[config.mk]
export PLATFORM = sky130hd
export DESIGN_NAME = vedic_multiplier_pipe_flat
export DESIGN_NICKNAME = d
export VERILOG_FILES = /design/src/rtl/vedic_multiplier_pipe_if.sv /design/src/rtl/vedic_multiplier_pipe.sv /design/src/flat_wrapper.sv
export SDC_FILE = /design/constraint.sdc
export NUM_CORES = 1
export LEC_CHECK = 0
export BUFFER_PORTS_ARGS = -buffer_cell sky130_fd_sc_hd__buf_4
export CORE_MARGIN = 8
export CORE_UTILIZATION = 30
export DETAILED_ROUTE_END_ITERATION = 8
export PLACE_DENSITY = 0.46
export SLEW_MARGIN = 0
export SYNTH_ARGS = -nofsm -noshare
export SYNTH_HDL_FRONTEND = slang
export SYNTH_SLANG_ARGS = --single-unit
[constraint.sdc]
create_clock -name clk -period 9.4 [get_ports clk]
set_clock_uncertainty 0.1 [all_clocks]
set_input_delay 0.94 -clock clk [delete_from_list [all_inputs] [get_ports clk]]
set_output_delay 0.94 -clock clk [all_outputs]
set_load 0.01 [all_outputs]
[src/rtl/vedic_multiplier_pipe_if.sv]
// Handshake bundle for vedic_multiplier_pipe: operand/tag input side and product/tag output side.
// Ports: in_valid/in_ready/A/B/in_tag (+ in_signed with VEDIC_SIGNED_EN), out_valid/out_ready/P/out_tag.
// master = producer/consumer environment view, slave = multiplier view.
interface vedic_multiplier_pipe_if #(
  parameter int WIDTH = 16,
  parameter int TAG_W = 4
);
  logic               in_valid;
  logic               in_ready;
  logic [WIDTH-1:0]   A;
  logic [WIDTH-1:0]   B;
  logic [TAG_W-1:0]   in_tag;
`ifdef VEDIC_SIGNED_EN
  logic               in_signed;
`endif
  logic               out_valid;
  logic               out_ready;
  logic [2*WIDTH-1:0] P;
  logic [TAG_W-1:0]   out_tag;

`ifdef VEDIC_SIGNED_EN
  modport master (output in_valid, A, B, in_tag, in_signed, out_ready,
                  input  in_ready, out_valid, P, out_tag);
  modport slave  (input  in_valid, A, B, in_tag, in_signed, out_ready,
                  output in_ready, out_valid, P, out_tag);
`else
  modport master (output in_valid, A, B, in_tag, out_ready,
                  input  in_ready, out_valid, P, out_tag);
  modport slave  (input  in_valid, A, B, in_tag, out_ready,
                  output in_ready, out_valid, P, out_tag);
`endif
endinterface

[src/rtl/vedic_multiplier_pipe.sv]
// Pipelined Urdhva-Tiryagbhyam multiplier, WIDTH x WIDTH -> 2*WIDTH, one register stage per recursion level.
// Latency log2(WIDTH) cycles, one product per clock; a held output freezes the whole pipe and drops in_ready.
// Ports: clk, rst_n (async active-low), bus (slave modport). Optional macro VEDIC_SIGNED_EN adds in_signed.
module vedic_multiplier_pipe #(
  parameter int WIDTH = 16,
  parameter int TAG_W = 4
) (
  input  logic                 clk,
  input  logic                 rst_n,
  vedic_multiplier_pipe_if.slave bus
);

  localparam int LAT = $clog2(WIDTH);

  // Bit offset of level k inside the flat tap bus; level m occupies (WIDTH*WIDTH) >> m bits.
  function automatic int lvl_off(input int k);
    int s;
    s = 0;
    for (int m = 0; m < k; m++) s += (WIDTH * WIDTH) >> m;
    return s;
  endfunction

  localparam int TOT     = lvl_off(LAT);
  localparam int OUT_OFF = lvl_off(LAT - 1);

  logic                 stall;
  logic                 adv;
  logic                 in_fire;
  logic [LAT-1:0]       vld_q;
  logic [TAG_W-1:0]     tag_q [LAT];
  logic [WIDTH-1:0]     mag_a;
  logic [WIDTH-1:0]     mag_b;
  wire  [TOT-1:0]       taps;

  // The whole pipe moves as one shift register; only a held output stops it.
  assign stall   = bus.out_valid & ~bus.out_ready;
  assign adv     = ~stall;
  assign in_fire = bus.in_valid & adv;

  assign bus.in_ready  = adv;
  assign bus.out_valid = vld_q[LAT-1];
  assign bus.out_tag   = tag_q[LAT-1];
  assign bus.P         = taps[OUT_OFF +: 2*WIDTH];

`ifdef VEDIC_SIGNED_EN
  logic           sgn_in;
  logic [LAT-1:0] sgn_q;

  // Signed pairs are multiplied as magnitudes; -2^(WIDTH-1) negates to itself, which read unsigned is its magnitude.
  always_comb begin
    mag_a = bus.A;
    mag_b = bus.B;
    if (bus.in_signed && bus.A[WIDTH-1]) mag_a = -bus.A;
    if (bus.in_signed && bus.B[WIDTH-1]) mag_b = -bus.B;
  end

  assign sgn_in = bus.in_signed & (bus.A[WIDTH-1] ^ bus.B[WIDTH-1]);

  always_ff @(posedge clk or negedge rst_n) begin
    if (!rst_n) begin
      sgn_q <= '0;
    end else if (adv) begin
      if (bus.in_valid) sgn_q[0] <= sgn_in;
      for (int k = 1; k < LAT; k++) begin
        if (vld_q[k-1]) sgn_q[k] <= sgn_q[k-1];
      end
    end
  end
`else
  assign mag_a = bus.A;
  assign mag_b = bus.B;
`endif

  // Valid bits always shift on advance so bubbles travel with data; tags only load alongside valid data.
  always_ff @(posedge clk or negedge rst_n) begin
    if (!rst_n) begin
      vld_q <= '0;
      for (int k = 0; k < LAT; k++) tag_q[k] <= '0;
    end else if (adv) begin
      vld_q <= {vld_q[LAT-2:0], bus.in_valid};
      if (bus.in_valid) tag_q[0] <= bus.in_tag;
      for (int k = 1; k < LAT; k++) begin
        if (vld_q[k-1]) tag_q[k] <= tag_q[k-1];
      end
    end
  end

  // Level k holds (WIDTH/BW)^2 partial products of BW-bit digit pairs, BW = 2^(k+1).
  // Product for A-digit i and B-digit j sits at index i*NB + j.
  for (genvar k = 0; k < LAT; k++) begin : g_lvl
    localparam int BW  = 2 ** (k + 1);
    localparam int NB  = WIDTH / BW;
    localparam int PW  = 2 * BW;
    localparam int LEN = NB * NB * PW;
    localparam int OFF = lvl_off(k);

    logic [LEN-1:0] nxt;
    logic [LEN-1:0] q;
    logic           load;

    if (k == 0) begin : g_leaf
      assign load = in_fire;

      always_comb begin
        nxt = '0;
        for (int i = 0; i < NB; i++) begin
          for (int j = 0; j < NB; j++) begin
            nxt[(i*NB + j)*PW +: PW] = {2'b00, mag_a[2*i +: 2]} * {2'b00, mag_b[2*j +: 2]};
          end
        end
      end
    end else begin : g_node
      localparam int H    = BW / 2;
      localparam int QW   = BW;
      localparam int PNB  = 2 * NB;
      localparam int POFF = lvl_off(k - 1);

      assign load = adv & vld_q[k-1];

      always_comb begin
        logic [QW-1:0] pll;
        logic [QW-1:0] plh;
        logic [QW-1:0] phl;
        logic [QW-1:0] phh;
        logic [QW:0]   mid;
        logic [PW-1:0] sum;
        nxt = '0;
        pll = '0;
        plh = '0;
        phl = '0;
        phh = '0;
        mid = '0;
        sum = '0;
        for (int i = 0; i < NB; i++) begin
          for (int j = 0; j < NB; j++) begin
            // Low/high halves of the A digit (rows) crossed with low/high halves of the B digit (columns).
            pll = taps[POFF + ((2*i)*PNB     + 2*j    )*QW +: QW];
            plh = taps[POFF + ((2*i)*PNB     + 2*j + 1)*QW +: QW];
            phl = taps[POFF + ((2*i + 1)*PNB + 2*j    )*QW +: QW];
            phh = taps[POFF + ((2*i + 1)*PNB + 2*j + 1)*QW +: QW];
            mid = {1'b0, phl} + {1'b0, plh};
            sum = PW'(pll) + (PW'(mid) << H) + (PW'(phh) << BW);
`ifdef VEDIC_SIGNED_EN
            if (k == LAT - 1 && sgn_q[k-1]) sum = -sum;
`endif
            nxt[(i*NB + j)*PW +: PW] = sum;
          end
        end
      end
    end

    // Data only loads when valid data advances into this level.
    always_ff @(posedge clk or negedge rst_n) begin
      if (!rst_n) begin
        q <= '0;
      end else if (load) begin
        q <= nxt;
      end
    end

    assign taps[OFF +: LEN] = q;
  end

endmodule

[src/flat_wrapper.sv]
// flat-port wrapper written by rule: the top's interface ports become plain ports
module vedic_multiplier_pipe_flat 
#(
  parameter int WIDTH = 16,
  parameter int TAG_W = 4
)
  (clk, rst_n, bus_in_valid, bus_A, bus_B, bus_in_tag, bus_out_ready, bus_in_ready, bus_out_valid, bus_P, bus_out_tag);
  vedic_multiplier_pipe_if #(.WIDTH(WIDTH), .TAG_W(TAG_W)) bus_i ();
  input  logic clk;
  input  logic rst_n;
  input wire logic [$bits(bus_i.in_valid)-1:0] bus_in_valid;
  input wire logic [$bits(bus_i.A)-1:0] bus_A;
  input wire logic [$bits(bus_i.B)-1:0] bus_B;
  input wire logic [$bits(bus_i.in_tag)-1:0] bus_in_tag;
  input wire logic [$bits(bus_i.out_ready)-1:0] bus_out_ready;
  output wire logic [$bits(bus_i.in_ready)-1:0] bus_in_ready;
  output wire logic [$bits(bus_i.out_valid)-1:0] bus_out_valid;
  output wire logic [$bits(bus_i.P)-1:0] bus_P;
  output wire logic [$bits(bus_i.out_tag)-1:0] bus_out_tag;
  assign bus_i.in_valid = bus_in_valid;
  assign bus_i.A = bus_A;
  assign bus_i.B = bus_B;
  assign bus_i.in_tag = bus_in_tag;
  assign bus_i.out_ready = bus_out_ready;
  assign bus_in_ready = bus_i.in_ready;
  assign bus_out_valid = bus_i.out_valid;
  assign bus_P = bus_i.P;
  assign bus_out_tag = bus_i.out_tag;
  vedic_multiplier_pipe #(.WIDTH(WIDTH), .TAG_W(TAG_W)) u_core (.clk(clk), .rst_n(rst_n), .bus(bus_i));
endmodule
# Word level (Yosys, flattened, before mapping)
# Index checks and enable logic that the tools add are counted.
dict set report op_classes {
  n_bitwise 7
  mul 64
  addsub 63
  reduce_logical 4
}
# cell n
set ops {}
lappend ops {{$mul A2 B2 Y4} 64}
lappend ops {{$add A4 B7 Y8} 16}
lappend ops {{$add A8 B8 Y8} 16}
lappend ops {{$add A4 B4 Y5} 16}
lappend ops {{$add A8 B13 Y14} 4}
lappend ops {{$add A14 B16 Y16} 3}
lappend ops {{$add A8 B8 Y9} 4}
lappend ops {{$add A26 B32 Y32} 1}
lappend ops {{$add A16 B25 Y26} 1}
lappend ops {{$add A16 B16 Y17} 1}
lappend ops {{$add A16 B16 Y16} 1}
lappend ops {{$reduce_and A2 Y1} 4}
lappend ops {{$and A1 B1 Y1} 5}
lappend ops {{$not A1 Y1} 2}
dict set report word_totals {
  regBits 500
  elab_cells 147
}

# Depth between registers and ports, before layout
# Gate-level depths: netlist of run 1.
dict set report logic_depth {
  ltp_word 4
  depth_mapped 19
}

# Worst setup path before layout of run 1
# Ideal clock, no wire load.
dict set report synth_path {
  path_kind {register to register}
  start {register u_core.g_lvl[2].q[16]}
  end {register u_core.g_lvl[3].q[27], in the netlist u_core.bus.P[27]}
  n_path_buf 1
  path_slack_ns 5.634
  setup_time_ns 0.124
  t_required_ns 9.176
  stages_incl_launch_ff 20
  period_less_slack_ns 3.766
  arrival_time_ns 3.542
  cell_sequence {dfrtp_1 -> ha_1 -> inv_1 -> fa_1 -> nor2b_1 -> o31a_1 -> o31a_1 -> o31a_1 -> o21ai_1 -> a21oi_1 -> xor2_1 -> ha_1 -> clkdlybuf4s15_1 -> a21oi_1 -> o21a_1 -> nor3_1 -> a21oi_2 -> o41ai_4 -> mux2i_1 -> a211o_1}
}
dict set report synth_via {
  elab_chain_len 3
}
# element line
set synth_lines {}
lappend synth_lines {{start: declaration} vedic_multiplier_pipe.sv:98} ;# logic [LEN-1:0] q;
lappend synth_lines {{start signal: assignment} vedic_multiplier_pipe.sv:157} ;# q <= nxt;
lappend synth_lines {{$add A16 B16 Y17} vedic_multiplier_pipe.sv:141} ;# mid = {1'b0, phl} + {1'b0, plh};
lappend synth_lines {{$add A16 B25 Y26} vedic_multiplier_pipe.sv:142} ;# sum = PW'(pll) + (PW'(mid) << H) + (PW'(phh) << BW);
lappend synth_lines {{$add A26 B32 Y32} vedic_multiplier_pipe.sv:142}
lappend synth_lines {{end signal: assignment} vedic_multiplier_pipe.sv:157}
lappend synth_lines {{end: declaration} vedic_multiplier_pipe.sv:98}
# Every way passes these cells.
# A chain may end at the register's enable or synchronous reset.

# Worst setup path in the final report of run 1
dict set report layout_path {
  start {register u_core.g_lvl[1].q[8]}
  end {register u_core.g_lvl[2].q[15]}
}
dict set report layout_via {
  elab_chain_len 3
}
# element line
set layout_lines {}
lappend layout_lines {{start: declaration} vedic_multiplier_pipe.sv:98}
lappend layout_lines {{start signal: assignment} vedic_multiplier_pipe.sv:157}
lappend layout_lines {{$add A8 B8 Y9} vedic_multiplier_pipe.sv:141}
lappend layout_lines {{$add A8 B13 Y14} vedic_multiplier_pipe.sv:142}
lappend layout_lines {{$add A16 B16 Y16} vedic_multiplier_pipe.sv:142}
# Every way passes these cells.

==> results of run 1 <==
sequential cells by signal (all words and copies together), names as in the netlist:
name and flops:
u_core.g_lvl.q 448, u_core.bus.out_tag 4, u_core.vld_q 4, u_core.bus.P 32
u_core.tag_q 12
cells by family (layout without fill, tap and decap cells):
logic type | after synthesis | in the layout | share of synthesized area (%)
and+or+nand+nor | 633 | 633 | 10.1
buffers and inverters | 154 | 229 | 2.37
DFF | 500 | 500 | 41.4
AOI/OAI and AO/OA | 531 | 531 | 10.8
muxes | 298 | 298 | 11.1
xor gates and xnor gates | 194 | 194 | 5.62
adders and majority gates | 423 | 423 | 18.6
other | 0 | 2 | 0
final timing paths:
kind                            cells past startpoint                                  to
min in group clk                                    2         u_core.bus.P[1]$_DFFE_PN0P_
worst max register to register                     18   u_core.g_lvl[2].q[15]$_DFFE_PN0P_
max in group asynchronous                           3  u_core.g_lvl[0].q[220]$_DFFE_PN0P_
worst min-delay path                                1   u_core.g_lvl[0].q[69]$_DFFE_PN0P_
worst min register to register                      2         u_core.bus.P[1]$_DFFE_PN0P_
worst max-delay path                               18   u_core.g_lvl[2].q[15]$_DFFE_PN0P_
power breakdown:
group          switching (mW)  internal [mW]
Sequential              0.513           2.89
Combinational            3.40           2.80
Clock                   0.926           1.44
Total                    4.84           7.14
per-stage QoR:
step	hold slack [ns]	setup slack (ns)	util, %
after CTS	0.230	5.38	34.0
after global placement	0.346	5.41	32.0
final	0.222	5.38	34.0
after detailed placement	0.357	5.37	32.0
after global routing	0.254	5.07	34.0
after floorplan	0.332	5.63	-
layout by cell type, fill, tap and decap left out, types with 6 or more instances in the layout:
cell type | synthesis | layout
a21oi_1 | 111 | 111
o21ai_0 | 205 | 205
a21o_1 | 146 | 146
ha_1 | 378 | 378
clkbuf_8 | 2 | 18
nand3_1 | 12 | 12
and2_1 | 194 | 194
o21a_1 | 10 | 10
mux2_2 | 295 | 295
xnor2_1 | 97 | 97
nor2_1 | 41 | 41
buf_4 | 4 | 85
xor2_1 | 97 | 97
nand2_1 | 327 | 323
a211oi_1 | 8 | 8
dfrtp_1 | 500 | 500
clkinv_2 | 0 | 8
nand2b_1 | 7 | 7
o21bai_1 | 10 | 10
nor2b_1 | 12 | 12
inv_1 | 37 | 37
clkbuf_1 | 77 | 10
bufinv_16 | 0 | 6
and3_1 | 10 | 10
nor3_1 | 11 | 11
fa_1 | 45 | 45
clkbuf_16 | 0 | 59
area by class of cell:
class	instances	area [um^2]	share of cell area [%]
Multi-Input combinational cell	2079	17000	50.1
Sequential cell	500	12500	36.8
Clock buffer	87	1760	5.18
Tap cell	1298	1620	4.78
Timing Repair Buffer	88	693	2.04
Clock inverter	16	236	0.696
Inverter	38	143	0.420
Antenna cell	2	5.00	0.0147
worst max-delay path, delay by kind of cell, from the launching register on:
kind,cells,cell delay (ns)
AOI/OAI and AO/OA,9,1.61
adders and majority gates,4,1.18
DFF,1,0.38
xor gates and xnor gates,2,0.31
buffers and inverters,2,0.19
and+or+nand+nor,1,0.08
routing by layer:
layer  global-route usage (%)  wire length, um  vias to the layer above
met5                        0                0                        -
met4                     3.51             1740                        0
met3                     1.97             2460                       84
met2                     21.2            32200                      225
met1                     18.0            35800                     9438
li1                         -                -                     9600
==> results.toml, run 1 <==
[run_status]
outcome = "finished, final reports clean"

[global_routing]
overflow = 0
grt_pass1_wl_mm = 118
grt_pass1_vias = 20600
antenna_found_initial = 6
grt_max_degree = 169
grt.total_usage_pct = 13.0

[layout]
syn2layout_area_growth_pct = 12.5
fill_cells = 9864
drive_gt1_share_pct = 17.5
finalInstanceArea_um2 = 34000
final_cells = 4108
fin_nets = 3227

[timing]
drv_slew = 0
relSlewSlack_pct = 28.7
finalSetupTns_ns = 0
worst_pin_slew_ns = 1.07
period_needed_ns = 4.02
setup_violations = 0
fmax_mhz = 248
final_hold_viol_count = 0
post-route-period-util_pct = 42.8
rsz0062_at_grt = "no"

[yosys]
avgSynthCellArea_um2 = 11.1
yosys.cell_types.count = 66
yosys-top-cells-count = "dfrtp_1 (500), ha_1 (378), nand2_1 (327), mux2_2 (295), o21ai_0 (205)"
synth_area_leaders = "dfrtp_1 (41%), ha_1 (16%), mux2_2 (11%)"
async_flop_share_pct = 100
synth_top_area_share_pct = 41.4
postSynthCellCount = 2733
ys_seq_elements = 500
yosysMostFrequentCell = "dfrtp_1"
synthFlopType = "dfrtp_1"
synth.yosys.seq_area_share_pct = 41.4
ys_warn_count = 0
synth_area_um2 = 30200
yosysTopAreaCell = "dfrtp_1"
syn-num-nets = 3196
synth_edf_count = 0

[power]
ir_worst_vdd_v = 0.000158
power.density_nw_per_um2 = 352
leakagePower_nw = 17.5
power_mw = 12.0

[placed_design]
dp_hpwl_mm = 50.6
place.gp.congestion = 0.780
dpl-instance-area_um2 = 32000
port-buffer-count = 77
dp.cells = 4003

[die]
die_width_um = 333
rows = 116
die_height_um = 333
die_area_um2 = 111000
ios = 78
core_area_um2 = 100000
start_util_pct = 30.2

[drt]
wl_per_cell_um = 17.6
drcViolationCount = 0
totalWireLength_mm = 72.1
vias = 19300
ant_nets = 0
viasPerCell = 4.71
firstDrtPassIters = 5
drt_iter0_drc = 1025

[setup_path]
r2r_start = "u_core.g_lvl[1].q[8]$_DFFE_PN0P_"
endpoint_kind = "flip-flop"
cp.arrival_ns = 4.38
critical_path.max_stage_delay_ns = 0.41
path_cells = "ha_1, inv_1, fa_1, inv_1, ha_1, a21o_1, a21oi_1, nor2b_1, o21a_1, xor2_1, ha_1, a21o_1, a21oi_1, o21ai_0, o211a_1, o21ai_0, xor2_1, o21ai_0"
cp.required_ns = 9.75
startpoint = "u_core.g_lvl[1].q[8]$_DFFE_PN0P_"
r2r_slack_ns = 5.38
critical_path_class = "flip-flop to flip-flop"
worstPathMaxFanout = 3
slowest_stage = "fa_1"
cp-start-kind = "flip-flop"

[clocking]
postCtsSetupBuffers = 0
clk_latency_ns = 0.63
hold_buffers = 0
ctsResizeCount = 0
clockBufferDepth = 3
cts_root_buf = "clkbuf_16"
cts.sinks = 500
cts_buffers = 57
cts_max_level = 2
cts_tree = "done"
clk_pin_slew_ns = 0.06

[run]
drv_cap = 0

[min_path]
hold_class = "input pin to async pin"
Power figures use the tool's default switching activity.
==> inputs of run 2 (changes only) <==
Settings changed: PLACE_DENSITY 0.46 to 0.48.
Clock period 9.4 ns to 3.65 ns, I/O delays scaled along.
==> run 2 against run 1 <==
The flow now finishes with violations (negative setup slack). Setup slack got worse by 5.5 ns. Sequential share of layout area fell by 1.7 points. Register-to-register slack got worse by 5.5 ns. Highest routed layer unchanged. Clock-buffer cell count fell by 2.
==> results.toml, run 2 (same netlist as run 1, synthesis figures left out) <==
[layout]
fill_cells = 9841
multi_input_area_um2 = 17600
postLayoutCoreUtil_pct = 35.6
seq_area_um2 = 12500
syn2layout_area_growth_pct = 17.8
regMostFlops = "u_core.g_lvl.q"
final_cell_mix = "dfrtp_1 (500), ha_1 (365), nand2_1 (321)"
final_common_cell = "dfrtp_1"
finalInstanceArea_um2 = 35600
largest_reg_flops = 448
drive_gt1_share_pct = 24.4
fin_nets = 3343

[clocking]
cts_tree = "done"
cts_root_buf = "clkbuf_16"
clk_pin_slew_ns = 0.06
cts_buffers = 58
clockBufferDepth = 3
clk_latency_ns = 0.62
cts.sinks = 500
cts_max_level = 2

[setup_path]
r2r_start = "u_core.g_lvl[2].q[16]$_DFFE_PN0P_"
endpoint_kind = "flip-flop"
crit_top_cell = "o31a_1"
crit_buf_inv = 3
slowest_stage = "dfrtp_1"
path_cells = "ha_2, inv_2, fa_2, nor2b_2, o31a_1, o31a_1, o31a_1, o21ai_2, o21ai_2, xor2_1, ha_1, nand4_4, buf_6, nor3_2, a21oi_2, o41ai_4, buf_4, mux2i_1, nand3_1"
crit_family = "compound AO/OA/AOI/OAI gates"
rr_worst_depth = 19
worstPathMaxFanout = 4
cp-start-kind = "flip-flop"
cp.required_ns = 4.05
r2r_slack_ns = -0.1
startpoint = "u_core.g_lvl[2].q[16]$_DFFE_PN0P_"
r2r_end = "u_core.bus.P[29]$_DFFE_PN0P_"
critical_path_class = "flip-flop to flip-flop"
cp.arrival_ns = 4.14
critical_path.max_stage_delay_ns = 0.38

[drt]
wl_per_cell_um = 17.4
drcViolationCount = 0
wl_met3_mm = 2.10
vias = 19800
viasPerCell = 4.70
wl_met1_mm = 35.9
firstDrtPassIters = 4
ant_nets = 0
dr_wl_met2_mm = 34.1
drt_iter0_drc = 877
highest_layer = "met4"
totalWireLength_mm = 73.5

[die]
core_area_um2 = 100000
rows = 116
start_util_pct = 30.2
ios = 78
die_area_um2 = 111000
die_height_um = 333
die_width_um = 333

[run]
drv_cap = 0

[power]
power.density_nw_per_um2 = 970
leakagePower_nw = 18.1
ir_worst_vdd_v = 0.000479

[placed_design]
port-buffer-count = 77
place.gp.congestion = 0.809
dpl-instance-area_um2 = 32800
dp_hpwl_mm = 51.4

[global_routing]
grt_pass1_wl_mm = 118
antenna_found_initial = 4
overflow = 0
grt_pass1_vias = 21100
grt_max_degree = 100
grt.total_usage_pct = 13.1

[timing]
post-route-period-util_pct = 103
period_needed_ns = 3.75
fmax_mhz = 267
setup_violations = 4
setup_ws_ns = -0.0975
drv_slew = 0
worst_pin_slew_ns = 0.917
final_hold_viol_count = 0
rsz0062_at_grt = "yes"
relSlewSlack_pct = 38.8

[min_path]
hold-path-cell-count = 3
hold_class = "input pin to flip-flop"
min_from = "bus_A[2]"
holdPathEnd = "u_core.g_lvl[0].q[36]$_DFFE_PN0P_"

[run_status]
violations = "negative setup slack"
outcome = "finished with violations"
[run 2: cell types whose count changed in the layout (fill, tap and decap cells not counted), moves of 13 or more]
cell	previous run	this run
a21oi_2	2	33
buf_4	85	176
ha_1	378	365
o21ai_1	2	20
a21oi_1	111	78
o21ai_0	205	177
[run 2: worst max path at each step]
stage / end / cells after the start / slack [ns]
4_1_cts: u_core.bus.P[29]$_DFFE_PN0P_ / 16 / -0.11
5_1_grt: u_core.bus.P[29]$_DFFE_PN0P_ / 19 / -0.34
2_1_floorplan: u_core.bus.P[27]$_DFFE_PN0P_ / 18 / 0.0005
3_3_place_gp: u_core.bus.P[31]$_DFFE_PN0P_ / 16 / -0.17
3_5_place_dp: u_core.bus.P[27]$_DFFE_PN0P_ / 18 / -0.25
6_report: u_core.bus.P[29]$_DFFE_PN0P_ / 19 / -0.1
[run 2: metal layers]
layer | GRT usage [%] | vias to the layer above
met5 | 0 | -
met4 | 3.05 | 0
met3 | 1.93 | 85
met2 | 21.9 | 164
met1 | 17.8 | 9782
li1 | - | 9818
[run 2: area by class of cell]
| cell class | count | share of cell area (%) |
|---|---|---|
| flip-flops and latches | 500 | 35.2 |
| clock buffers | 85 | 4.76 |
| diodes | 3 | 0.0211 |
| inverters | 38 | 0.401 |
| multi-input cells | 2079 | 49.5 |
| well taps | 1298 | 4.56 |
| clock inverters | 13 | 0.696 |
| repair buffers | 203 | 4.86 |
[run 2: worst reg2reg max path: stages, from the launching register on]
cell and delay, ns:
dfrtp_1 0.38, ha_2 0.19, inv_2 0.05, fa_2 0.21, nor2b_2 0.05, o31a_1 0.27
o31a_1 0.25, o31a_1 0.26, o21ai_2 0.19, o21ai_2 0.09, xor2_1 0.16, ha_1 0.38
nand4_4 0.15, buf_6 0.15, nor3_2 0.16, a21oi_2 0.06, o41ai_4 0.09, buf_4 0.19
mux2i_1 0.17, nand3_1 0.09
[run 2: what timing repair did]
action	in CTS	in global routing
setup endpoints to repair	19	30
pin swaps	20	95
hold endpoints to repair	84	0
setup buffers	9	17
resized for setup	36	122
hold buffers	10	0
[run 2: where the power goes]
group	leakage, nW	internal, mW	switching, mW	total (mW)
registers	6.37	7.44	1.31	8.75
logic	10.8	9.64	10.1	19.8
clock network	0.953	3.67	2.34	6.00
total	18.1	20.7	13.8	34.5
[run 2: per-stage QoR]
| stage | hold slack, ns | instances | power [mW] | setup slack (ns) | TNS, ns |
|---|---|---|---|---|---|
| after floorplan | -0.0306 | 2733 | 20.9 | 0.000483 | 0 |
| after global placement | 0.300 | 4086 | 26.3 | -0.168 | -0.497 |
| after detailed placement | 0.303 | 4086 | 26.7 | -0.252 | -1.60 |
| after CTS | 0.00288 | 4203 | 33.3 | -0.112 | -0.342 |
| after global routing | 0.0293 | 4216 | 37.5 | -0.335 | -2.73 |
| final | 0.0541 | 4219 | 34.5 | -0.0975 | -0.280 |
==> inputs of run 3 (changes only) <==
--- a/config.mk
+++ b/config.mk
@@ -11,3 +11,3 @@
 export DETAILED_ROUTE_END_ITERATION = 8
-export PLACE_DENSITY = 0.48
+export PLACE_DENSITY = 0.46
 export SLEW_MARGIN = 0
==> constraint.sdc (replaced) <==
create_clock -name clk -period 3.89 [get_ports clk]
set_clock_uncertainty 0.1 [all_clocks]
set_input_delay 0.389 -clock clk [delete_from_list [all_inputs] [get_ports clk]]
set_output_delay 0.389 -clock clk [all_outputs]
set_load 0.1 [all_outputs]
==> run 3 against run 2 <==
The run still ends with negative setup slack left. Die area stayed put. Sequential share of layout area up 0.76 points. Highest routed layer unchanged. Utilization shrank 0.76 points. Cell count fell by 1.1%. Maximum frequency is 4.1% lower. Critical path type unchanged. Sequential power down 6.3%. Design area shrank 2.1%. Flip-flop and latch count stayed put. Clock-buffer cell count up 4. Critical path depth unchanged.
==> results.toml, run 3 (same netlist as run 1, synthesis figures left out) <==
[drt]
ant_nets = 0
totalWireLength_mm = 73.9
drt_iter0_drc = 824
wl_per_cell_um = 17.7
drcViolationCount = 0
viasPerCell = 4.70
vias = 19600
firstDrtPassIters = 5

[timing]
setup_ws_ns = -0.0191
period_needed_ns = 3.91
setup_violations = 1
final_hold_viol_count = 0
drv_slew = 0
worst_pin_slew_ns = 1.01
finalSetupTns_ns = -0.0191
relSlewSlack_pct = 32.6
rsz0062_at_grt = "yes"
hold-worst-slack_ns = 0.0539
fmax_mhz = 256
post-route-period-util_pct = 100

[layout]
postLayoutCoreUtil_pct = 34.8
fill_cells = 9868
final_common_cell = "dfrtp_1"
final_cell_mix = "dfrtp_1 (500), ha_1 (371), nand2_1 (321)"
regMostFlops = "u_core.g_lvl.q"
fin_nets = 3285
finalInstanceArea_um2 = 34800
drive_gt1_share_pct = 20.7
multi_input_area_um2 = 17300
syn2layout_area_growth_pct = 15.3
seq_area_um2 = 12500
largest_reg_flops = 448

[clocking]
cts_tree = "done"
clk_pin_slew_ns = 0.06
clockBufferDepth = 3
cts_root_buf = "clkbuf_16"
cts.sinks = 500
cts_buffers = 59
clk_latency_ns = 0.63
cts_max_level = 2

[setup_path]
cp.arrival_ns = 4.31
endpoint_kind = "flip-flop"
cp-start-kind = "flip-flop"
cp.required_ns = 4.29
worstPathMaxFanout = 4
critical_path_class = "flip-flop to flip-flop"

[run]
drv_cap = 0

[power]
power.share.combinational_pct = 56.0
ir_worst_vdd_v = 0.000461
switchingPower_mw = 13.6
seqPwrFrac_pct = 25.9
power.density_nw_per_um2 = 910
leakagePower_nw = 17.8
p_sw_share_pct = 42.9
clkPwrFrac_pct = 18.1
internal_power_mw = 18.1

[placed_design]
port-buffer-count = 77
place.gp.congestion = 0.766
dpl-instance-area_um2 = 32400
dp_hpwl_mm = 51.9
place_ws_ns = -0.0565

[run_status]
outcome = "finished with violations"
violations = "negative setup slack"

[global_routing]
grt_max_degree = 103
grt_pass1_vias = 20700
grt_pass1_wl_mm = 119
overflow = 0
grt.total_usage_pct = 13.2
antenna_found_initial = 6

[die]
die_height_um = 333
ios = 78
rows = 116
die_area_um2 = 111000
core_area_um2 = 100000
start_util_pct = 30.2
die_width_um = 333

[min_path]
hold_class = "input pin to flip-flop"
==> run 3: power by group through the flow <==
stage          Sequential [mW]  Combinational, mW  Clock [mW]
3_3_place_gp              8.24               16.8           0
5_1_grt                   8.45               19.8        6.16
6_report                  8.20               17.7        5.74
4_1_cts                   8.22               17.2        5.97
2_1_floorplan             8.98               11.9           0
3_5_place_dp              8.31               17.0           0
==> run 3: repair_timing <==
item / in CTS / in global routing
endpoints found under the hold margin: 101 / 0
resized for setup: 3 / 66
pin swaps: 3 / 22
endpoints found under the setup margin: 2 / 25
setup buffers: 0 / 10
hold buffers: 10 / 0
==> run 3: per-layer routing <==
metal  wire (um)  GRT usage [%]  vias up  part of all wire (%)
met4        1740           3.44        0                   2.4
met2       33800           21.8      196                    46
met3        2340           2.11       98                   3.2
li1            -              -     9708                     -
met1       36000           18.0     9623                    49
met5           0              0        -                     0
==> run 3: final cells by class <==
cell class / count / share of cell area [%]
clock buffers: 89 / 4.99
multi-input cells: 2079 / 49.5
clock inverters: 20 / 0.779
flip-flops and latches: 500 / 35.9
diodes: 4 / 0.0287
well taps: 1298 / 4.66
repair buffers: 144 / 3.66
inverters: 38 / 0.409
==> run 3: worst max-delay path: stages (launching register included) <==
cell and delay, ns:
dfrtp_1 0.38, ha_2 0.20, inv_2 0.05, fa_2 0.20, nor2b_2 0.05, o31a_1 0.27, o31a_1 0.25, o31a_1 0.27
o21ai_2 0.20, a21oi_2 0.08, xor2_1 0.15, ha_1 0.36, a21oi_2 0.17, o21a_1 0.21, nor3_2 0.06, a21oi_2 0.15
o41ai_4 0.10, buf_4 0.17, mux2i_1 0.12, a211o_1 0.26
==> run 3: worst paths after layout <==
kind	depth (start not counted)	to	startpoint	slack, ns
worst max register to register	19	u_core.bus.P[27]$_DFFE_PN0P_	u_core.g_lvl[2].q[16]$_DFFE_PN0P_	-0.02
min in group asynchronous	2	u_core.g_lvl[0].q[100]$_DFFE_PN0P_	rst_n	0.34
worst min-delay path	3	u_core.g_lvl[0].q[36]$_DFFE_PN0P_	bus_A[2]	0.05
worst min register to register	2	u_core.bus.P[0]$_DFFE_PN0P_	u_core.g_lvl[2].q[0]$_DFFE_PN0P_	0.37
max in group asynchronous	3	u_core.g_lvl[0].q[228]$_DFFE_PN0P_	rst_n	2.36
worst max-delay path	19	u_core.bus.P[27]$_DFFE_PN0P_	u_core.g_lvl[2].q[16]$_DFFE_PN0P_	-0.02
==> run 3: stage by stage <==
| step | instances | total power, mW |
|---|---|---|
| after global routing | 4168 | 34.4 |
| after CTS | 4158 | 31.4 |
| after global placement | 4039 | 25.0 |
| final | 4172 | 31.7 |
| after detailed placement | 4039 | 25.3 |
| after floorplan | 2733 | 20.8 |
